<file path="src/rtl/display_pkg.sv">
// Shared types, defaults and helpers for the seven-segment scan controller.
package display_pkg;

  typedef enum logic [1:0] {
    OFF,
    BLANK,
    SHOW
  } scan_state_t;

  localparam int unsigned MAX_DIGITS       = 8;
  localparam int unsigned DEF_NUM_DIGITS   = 4;
  localparam int unsigned DEF_DWELL_CYCLES = 100000;
  localparam int unsigned DEF_BLANK_CYCLES = 1000;
  localparam int unsigned DEF_BLINK_FRAMES = 128;

  // Active-low one-hot anode pattern; positions at or above num_digits stay high.
  function automatic logic [MAX_DIGITS-1:0] anode_onehot_n(input logic [2:0]   sel,
                                                           input int unsigned num_digits);
    logic [MAX_DIGITS-1:0] an_n;
    an_n = '1;
    for (int unsigned i = 0; i < MAX_DIGITS; i++) begin
      if (i < num_digits && 3'(i) == sel) an_n[i] = 1'b0;
    end
    return an_n;
  endfunction

endpackage

</file>
<file path="src/rtl/scan_timer.sv">
// Loadable down-counter; tc is high while the count sits at zero.
module scan_timer #(
  parameter int unsigned WIDTH   = 8,
  parameter int unsigned RST_VAL = 0
) (
  input  logic             clk,
  input  logic             rst_n,
  input  logic             load,
  input  logic [WIDTH-1:0] load_val,
  input  logic             dec,
  output logic             tc
);

  logic [WIDTH-1:0] count_q;

  // Load has priority over decrement; the count saturates at zero.
  always_ff @(posedge clk or negedge rst_n) begin
    if (!rst_n) begin
      count_q <= WIDTH'(RST_VAL);
    end else if (load) begin
      count_q <= load_val;
    end else if (dec && count_q != '0) begin
      count_q <= count_q - WIDTH'(1);
    end
  end

  assign tc = (count_q == '0);

endmodule

</file>
<file path="src/rtl/display_scan_ctrl.sv">
// Time-multiplexed seven-segment scan controller with frame latch and blink masking.
module display_scan_ctrl
  import display_pkg::*;
#(
  parameter int unsigned NUM_DIGITS   = DEF_NUM_DIGITS,
  parameter int unsigned DWELL_CYCLES = DEF_DWELL_CYCLES,
  parameter int unsigned BLANK_CYCLES = DEF_BLANK_CYCLES,
  parameter int unsigned BLINK_FRAMES = DEF_BLINK_FRAMES
) (
  input  logic                    clk,
  input  logic                    rst_n,
  input  logic                    en,
  input  logic [4*NUM_DIGITS-1:0] data_in,
  input  logic [NUM_DIGITS-1:0]   digit_en,
  input  logic [NUM_DIGITS-1:0]   blink_en,
  output logic [2:0]              sel,
  output logic [4*NUM_DIGITS-1:0] hex_word,
  output logic [NUM_DIGITS-1:0]   an,
  output logic                    frame_start,
  output logic                    blink_phase
);

  localparam int unsigned MAX_INTERVAL =
      (DWELL_CYCLES > BLANK_CYCLES) ? DWELL_CYCLES : BLANK_CYCLES;
  localparam int unsigned TW = $clog2(MAX_INTERVAL + 1);
  localparam int unsigned BW = $clog2(BLINK_FRAMES + 1);

  localparam logic [2:0]    LAST_SEL   = 3'(NUM_DIGITS - 1);
  localparam logic [TW-1:0] BLANK_LOAD = TW'(BLANK_CYCLES - 1);
  localparam logic [TW-1:0] DWELL_LOAD = TW'(DWELL_CYCLES - 1);
  localparam logic [BW-1:0] BLINK_LOAD = BW'(BLINK_FRAMES - 1);

  scan_state_t           state_q;
  logic                  tmr_load, tmr_dec, tmr_tc;
  logic [TW-1:0]         tmr_load_val;
  logic                  blink_load, blink_dec, blink_tc;
  logic                  frame_latch, digit_lit;
  logic [MAX_DIGITS-1:0] den_w, ben_w, an_sel_n;

  // Widen masks so a 3-bit sel can index them for any digit count.
  always_comb begin
    den_w = '0;
    ben_w = '0;
    den_w[NUM_DIGITS-1:0] = digit_en;
    ben_w[NUM_DIGITS-1:0] = blink_en;
    digit_lit = den_w[sel] && !(ben_w[sel] && !blink_phase);
    an_sel_n  = anode_onehot_n(sel, NUM_DIGITS);
  end

  // A frame latches on leaving OFF and on the last digit's dwell expiry.
  assign frame_latch = en && ((state_q == OFF) ||
                              (state_q == SHOW && tmr_tc && sel == LAST_SEL));

  // Interval timer: counts the blank gap and the dwell; the entry cycle counts as the first.
  always_comb begin
    tmr_load     = 1'b0;
    tmr_dec      = 1'b0;
    tmr_load_val = '0;
    if (!en) begin
      tmr_load = 1'b1;
    end else begin
      unique case (state_q)
        OFF: begin
          tmr_load     = 1'b1;
          tmr_load_val = BLANK_LOAD;
        end
        BLANK: begin
          if (tmr_tc) begin
            tmr_load     = 1'b1;
            tmr_load_val = DWELL_LOAD;
          end else begin
            tmr_dec = 1'b1;
          end
        end
        SHOW: begin
          if (tmr_tc) begin
            tmr_load     = 1'b1;
            tmr_load_val = BLANK_LOAD;
          end else begin
            tmr_dec = 1'b1;
          end
        end
        default: tmr_load = 1'b1;
      endcase
    end
  end

  // The blink timer holds frames remaining until the next phase toggle.
  assign blink_dec  = frame_latch && !blink_tc;
  assign blink_load = frame_latch && blink_tc;

  scan_timer #(
    .WIDTH   (TW),
    .RST_VAL (0)
  ) u_interval (
    .clk      (clk),
    .rst_n    (rst_n),
    .load     (tmr_load),
    .load_val (tmr_load_val),
    .dec      (tmr_dec),
    .tc       (tmr_tc)
  );

  scan_timer #(
    .WIDTH   (BW),
    .RST_VAL (BLINK_FRAMES - 1)
  ) u_blink (
    .clk      (clk),
    .rst_n    (rst_n),
    .load     (blink_load),
    .load_val (BLINK_LOAD),
    .dec      (blink_dec),
    .tc       (blink_tc)
  );

  // Scan FSM with registered outputs; anodes follow the state being entered.
  always_ff @(posedge clk or negedge rst_n) begin
    if (!rst_n) begin
      state_q     <= OFF;
      sel         <= '0;
      hex_word    <= '0;
      an          <= '1;
      frame_start <= 1'b0;
      blink_phase <= 1'b1;
    end else begin
      frame_start <= frame_latch;
      if (frame_latch) hex_word <= data_in;
      if (blink_load) blink_phase <= ~blink_phase;
      if (!en) begin
        state_q <= OFF;
        sel     <= '0;
        an      <= '1;
      end else begin
        unique case (state_q)
          OFF: begin
            state_q <= BLANK;
            sel     <= '0;
            an      <= '1;
          end
          BLANK: begin
            if (tmr_tc) begin
              state_q <= SHOW;
              an      <= digit_lit ? an_sel_n[NUM_DIGITS-1:0] : '1;
            end else begin
              an <= '1;
            end
          end
          SHOW: begin
            if (tmr_tc) begin
              state_q <= BLANK;
              sel     <= (sel == LAST_SEL) ? 3'd0 : sel + 3'd1;
              an      <= '1;
            end else begin
              an <= digit_lit ? an_sel_n[NUM_DIGITS-1:0] : '1;
            end
          end
          default: begin
            state_q <= OFF;
            sel     <= '0;
            an      <= '1;
          end
        endcase
      end
    end
  end

endmodule

</file>
<file path="config.mk">
export PLATFORM = sky130hd
export DESIGN_NAME = display_scan_ctrl
export DESIGN_NICKNAME = d
export VERILOG_FILES = /design/src/rtl/display_pkg.sv /design/src/rtl/scan_timer.sv /design/src/rtl/display_scan_ctrl.sv
export SDC_FILE = /design/constraint.sdc
export NUM_CORES = 1
export LEC_CHECK = 0
export ABC_AREA = 1
export BUFFER_PORTS_ARGS = -buffer_cell sky130_fd_sc_hd__buf_4
export CAP_MARGIN = 20
export CELL_PAD_IN_SITES_DETAIL_PLACEMENT = 0
export CELL_PAD_IN_SITES_GLOBAL_PLACEMENT = 2
export CORE_MARGIN = 3
export CORE_UTILIZATION = 29
export CTS_CLUSTER_SIZE = 24
export DETAILED_ROUTE_END_ITERATION = 8
export PLACE_DENSITY_LB_ADDON = 0.1
export SYNTH_ARGS = -nofsm -noshare
export SYNTH_HDL_FRONTEND = slang
export SYNTH_SLANG_ARGS = --single-unit
</file>
<file path="constraint.sdc">
create_clock -name clk -period 1.57 [get_ports clk]
set_input_delay 0.157 -clock clk [delete_from_list [all_inputs] [get_ports clk]]
set_output_delay 0.157 -clock clk [all_outputs]
set_load 0.02 [all_outputs]
</file>
Word-level counts from Yosys, hierarchy flattened
Cells that the tools add are included.

Bits in registers: 52. Bits of input ports: 27. Output and inout port bits: 25. Logic and storage cells: 81.

Add/subtract/negate cells: 3. $lt $le $gt $ge: 1. Equal/unequal tests: 9. Mux-type cells: 35. Bitwise logic cells: 1. Reduce and logical (&&, ||, !) cells: 24.

Operator list (count): 17-bit two-way mux (4); 17-bit case mux with 3 select lines (1); 17-bit zero test (1); 17-bit nonzero test (1); 17-bit by 1-bit subtractor with 17-bit output (second input constant) (1); 4-bit two-way mux (4); 8-bit two-way mux (2); 1-bit two-way mux (12); 10-bit two-way mux (1); 1-bit logical AND (9); 3-bit two-way mux (3); 8-bit zero test (1); 4-bit case mux with 2 select lines (1); 8-bit nonzero test (1); 8-bit by 1-bit subtractor with 8-bit output (second input constant) (1); 1-bit binary-select mux with 3-bit select (2); 2-bit by 3-bit == test with 1-bit output (first input constant) (2); 2-bit two-way mux (3); 3-bit != test (second input constant) (2); 2-bit case mux with 3 select lines (1); 3-bit case mux with 2 select lines (1); 3-bit by 4-bit < comparator with 1-bit output (second input constant) (1); 2-bit AND reduction (2); 2-bit nonzero test (2); 12 further kinds (14).

Depth between registers and ports, before layout
Word-level depth: 9. Depth in mapped cells: 13.

Modules after synthesis
From an unflattened synthesis, not the netlist that was laid out.

Cells, all modules: 466. Area, all modules: 3310.7 sq um.

Modules (own cells, without submodules): display_scan_ctrl (instances 1, cells each 169, area an instance 1358.8 sq um, seq. area each 681.9 sq um); scan_timer (u_interval) (instances 1, cells each 204, area an instance 1346.3 sq um, seq. area each 425.4 sq um); scan_timer (u_blink) (instances 1, cells each 93, area an instance 605.6 sq um, seq. area each 209.0 sq um).

Worst setup path before layout
No wires, ideal clock.

Kind: register -> register. Start point: register u_interval.count_q[0]. End point: register hex_word[0]. Setup time: 0.116 ns. Data arrival time: 1.541 ns. Path slack: -0.087 ns. Cell stages (with the launch flop): 13. Period minus slack after synthesis: 1.657 ns. Cell sequence: dfrtp_1 > inv_1 > ha_1 > inv_1 > nor2_1 > nand2_1 > nor2_4 > nand3_4 > nand2_4 > nand2_4 > buf_2 > nand2_1 > nand2_1.

Word-level cells in the longest chain between the ends: 5.

RTL lines: from (decl) (line scan_timer.sv:14) `logic [WIDTH-1:0] count_q;`; from (signal assigned) (line scan_timer.sv:19) `count_q <= WIDTH'(RST_VAL);`; from (signal assigned) (line scan_timer.sv:21) `count_q <= load_val;`; from (signal assigned) (line scan_timer.sv:23) `count_q <= count_q - WIDTH'(1);`; 17-bit zero test (line scan_timer.sv:27) `assign tc = (count_q == '0);`; 1-bit logical AND (2 in a row) (line display_scan_ctrl.sv:52) `(state_q == SHOW && tmr_tc && sel == LAST_SEL));`; 1-bit logical OR (line display_scan_ctrl.sv:51) `assign frame_latch = en && ((state_q == OFF) ||`; 1-bit logical AND (line display_scan_ctrl.sv:51); to (signal assigned) (line display_scan_ctrl.sv:127) `if (frame_latch) hex_word <= data_in;`; to (decl) (line display_scan_ctrl.sv:17) `output logic [4*NUM_DIGITS-1:0] hex_word,`.

Every way passes these cells. A chain may end at the register's enable or synchronous reset.

Worst setup path in the final report
Start point: register u_interval.count_q[1]. End point: register hex_word[8].

The elaborated chain is that of the path after synthesis.

==> qor.csv <==
metric,value,unit
status,finished with violations,
failing checks,negative setup slack,
NumNets Final,485,
Pint,3.745,mW
Max Cap Viol,0,
top-area cell type share of the netlist area,36.56,%
Worst setup EP type,register,
GRT Total Usage,15.15,%
htree depth,2,
"count leader, synth",nand2_1,
die height,103.2,microns
Gate power share,54.1,%
Hold WC Path Type,input pin to register,
GR peak layer,met2,
I/O Pins,52,
Clock transition at path regs,0.11,ns
Routed wire per std cell,13.42,microns
WHS Endpoint,hex_word[6],
die area,0.01064,sq mm
Crit path required time,1.82,ns
Clk pwr share,12.8,%
Antenna Nets Post-Route,0,
Most used DFF post-synth,dfrtp_1,
# diodes,0,
setup_tns,-0.2706,ns
crit path DAT,1.85,ns
syn_area_per_cell,8.052,sq um
first-pass iteration count of the detailed router,4,
largest net degree at the start of global routing,53,
GR Layer Usage met1,19.38,%
Final Hold Fails,0,
Netlist cell types,28,
worst r2r src,u_interval.count_q[1],
Net Sw Frac,42.89,%
core box area,0.008934,sq mm
initial DRC count,63,
mapped cell area,0.002738,sq mm
area delta synth->final,43.42,%
GR Overflow Total,0,
CP Launch Type,register,
CTS max path bufs,2,
Fin Hold WS,0.03150,ns
pwr dens,1670,mW/mm^2
CP Max Fanout,6,
CTS buffer count,5,
#FFs+latches synth,52,
# DRC,0,
setup skew after layout,0.01330,ns
Util after Layout,43.95,%
initial cell density of the core,30.64,%
HPWL Detailed,4.910,mm
"top cells by count, synth","127 x nand2_1, 40 x dfrtp_1, 37 x nor2_1",
met2 Track Usage GR,26.30,%
Final Max Slew Viols,0,
P_leak,2.018,nW
Flop pwr share,33.1,%
RSZ-0062 raised after global routing,yes,
CTS tree,yes,
Peak VDD IR,0.7914,mV
TritonCTS sink count,52,
syn nets,378,
Mapped Cells,340,
NetSw,2.813,mW
setup violators final,21,
relative slew slack,53.52,%
WS Path Type,register to register,
Slew @ Worst Pin,0.6973,ns
Global Route met3 Usage,2.842,%
worst hold start,data_in[6],
vias per cell,4.464,
initial antenna violation count,0,
Die Width,103.2,microns
layout cells sized above 1,38.17,%
r2r setup slk,-0.03,ns
Cell Rows,34,
root buf cell,clkbuf_8,
worst reg-to-reg path cell count,12,
Clock Latency Late Sink,0.31,ns
"Seq/Total Area, Yosys",48.08,%
PnR Total Power,6.558,mW
shortest period the worst path allows,1.599,ns
Fmax,625.6,MHz
GPL Wtd Cong,0.7741,
async set-reset flop share out of synthesis,100.0,%
setup slack after layout,-0.02858,ns
Post-synth EDFFs,0,
final wirelength,7.461,mm
Hold Path Stages,3,
vias in the first global route,2495,
DR vias,2482,
number of port buffers,51,
largest area contributor in the netlist,dfrtp_1,
Final period util,101.8,%
most area-consuming cells after synthesis,"dfrtp_1 37%, nand2_1 17%, dfstp_2 12%",
first-pass GRT wire length,12.39,mm
Synthesis Warnings,0,
reg2reg end,hex_word[8],
-- worst max-delay path, cell delays in order, from the launching register on --
cell     delay, ns
dfrtp_1       0.40
inv_2         0.08
ha_4          0.12
inv_2         0.04
nor2_4        0.09
nand2_2       0.07
nor2_4        0.14
nand3_4       0.11
nand2_8       0.14
nand2_8       0.13
inv_8         0.10
nand2_1       0.05
nand2_1       0.05
-- area by class of cell --
type / count / area, sq um
Fill cell: 919 / 5007
Multi-Input combinational cell: 259 / 1478
Sequential cell: 52 / 1316
Timing Repair Buffer: 97 / 743.2
Tap cell: 108 / 135.1
Inverter: 29 / 123.9
Clock buffer: 6 / 82.58
Timing Repair inverter: 3 / 33.78
Clock inverter: 2 / 13.76
-- through the flow --
stage / cell area [sq um] / std cells / setup WS, ns
floorplan: 2784 / 340 / -0.03202
global placement: 3572 / 537 / -0.1399
detailed placement: 3572 / 537 / -0.1989
CTS: 3837 / 554 / -0.04006
global route: 3926 / 556 / -0.1486
finish: 3926 / 556 / -0.02858
-- repair_timing --
item,4_1_cts,5_1_grt
hold buffers,1,0
endpoints found under the hold margin,40,0
cloned,6,0
setup endpoints to repair,48,51
gates resized for setup,25,21
pin swaps,16,4
setup buffers,2,2
-- cells by family (layout without fill, tap and decap cells) --
group                      Yosys count  in the layout  share of synthesized area, %
and+or+nand+nor                    207            210                         32.50
DFF                                 52             52                         48.08
buffers and inverters               32            137                         5.073
xor gates and xnor gates            13             13                         4.159
adders and majority gates           11             11                         5.027
AOI/OAI and AO/OA                   25             25                         5.164
-- metal layers --
metal,routed length [microns],part of all wire (%)
met4,79,1.1
met2,3776,51
met1,3393,45
met3,212,2.8
met5,0,0
-- state kept, by name, summed over array words and instances (netlist names) --
| register | cells |
|---|---|
| an | 4 |
| blink_phase | 1 |
| frame_start | 1 |
| hex_word | 16 |
| sel | 3 |
| state_q | 2 |
| u_blink.count_q | 8 |
| u_interval.count_q | 17 |
-- power by group through the flow --
| stage | sequential (mW) | clock [mW] | combinational [mW] |
|---|---|---|---|
| after floorplan | 2.46 | 0 | 1.62 |
| after global placement | 2.18 | 0 | 3.18 |
| after detailed placement | 2.18 | 0 | 3.18 |
| after CTS | 2.17 | 0.891 | 3.47 |
| after global routing | 2.23 | 0.937 | 3.95 |
| final | 2.17 | 0.842 | 3.55 |
-- cells in the final DEF, fill, tap and decap left out, drive strengths merged --
cell,count
nor2,43
o211ai,4
nand4,7
or2,1
xor2,7
dfstp,12
o21ai,14
dfrtp,40
inv,32
ha,11
a21oi,6
dlygate4sd3,1
nand2,133
clkinv,2
nand3,23
o21a,1
clkbuf,6
buf,96
xnor2,6
nor3,3
-- how the worst max path moves through the flow --
stage,start,to,slack (ns),cells past startpoint
4_1_cts,u_interval.count_q[0],u_interval.count_q[14],-0.04,8
6_report,u_interval.count_q[1],hex_word[8],-0.03,12
3_3_place_gp,u_interval.count_q[1],hex_word[2],-0.14,12
5_1_grt,u_interval.count_q[1],hex_word[12],-0.15,12
3_5_place_dp,u_interval.count_q[1],hex_word[3],-0.20,12
2_1_floorplan,u_interval.count_q[0],hex_word[0],-0.03,12
Power figures use the tool's default switching activity.
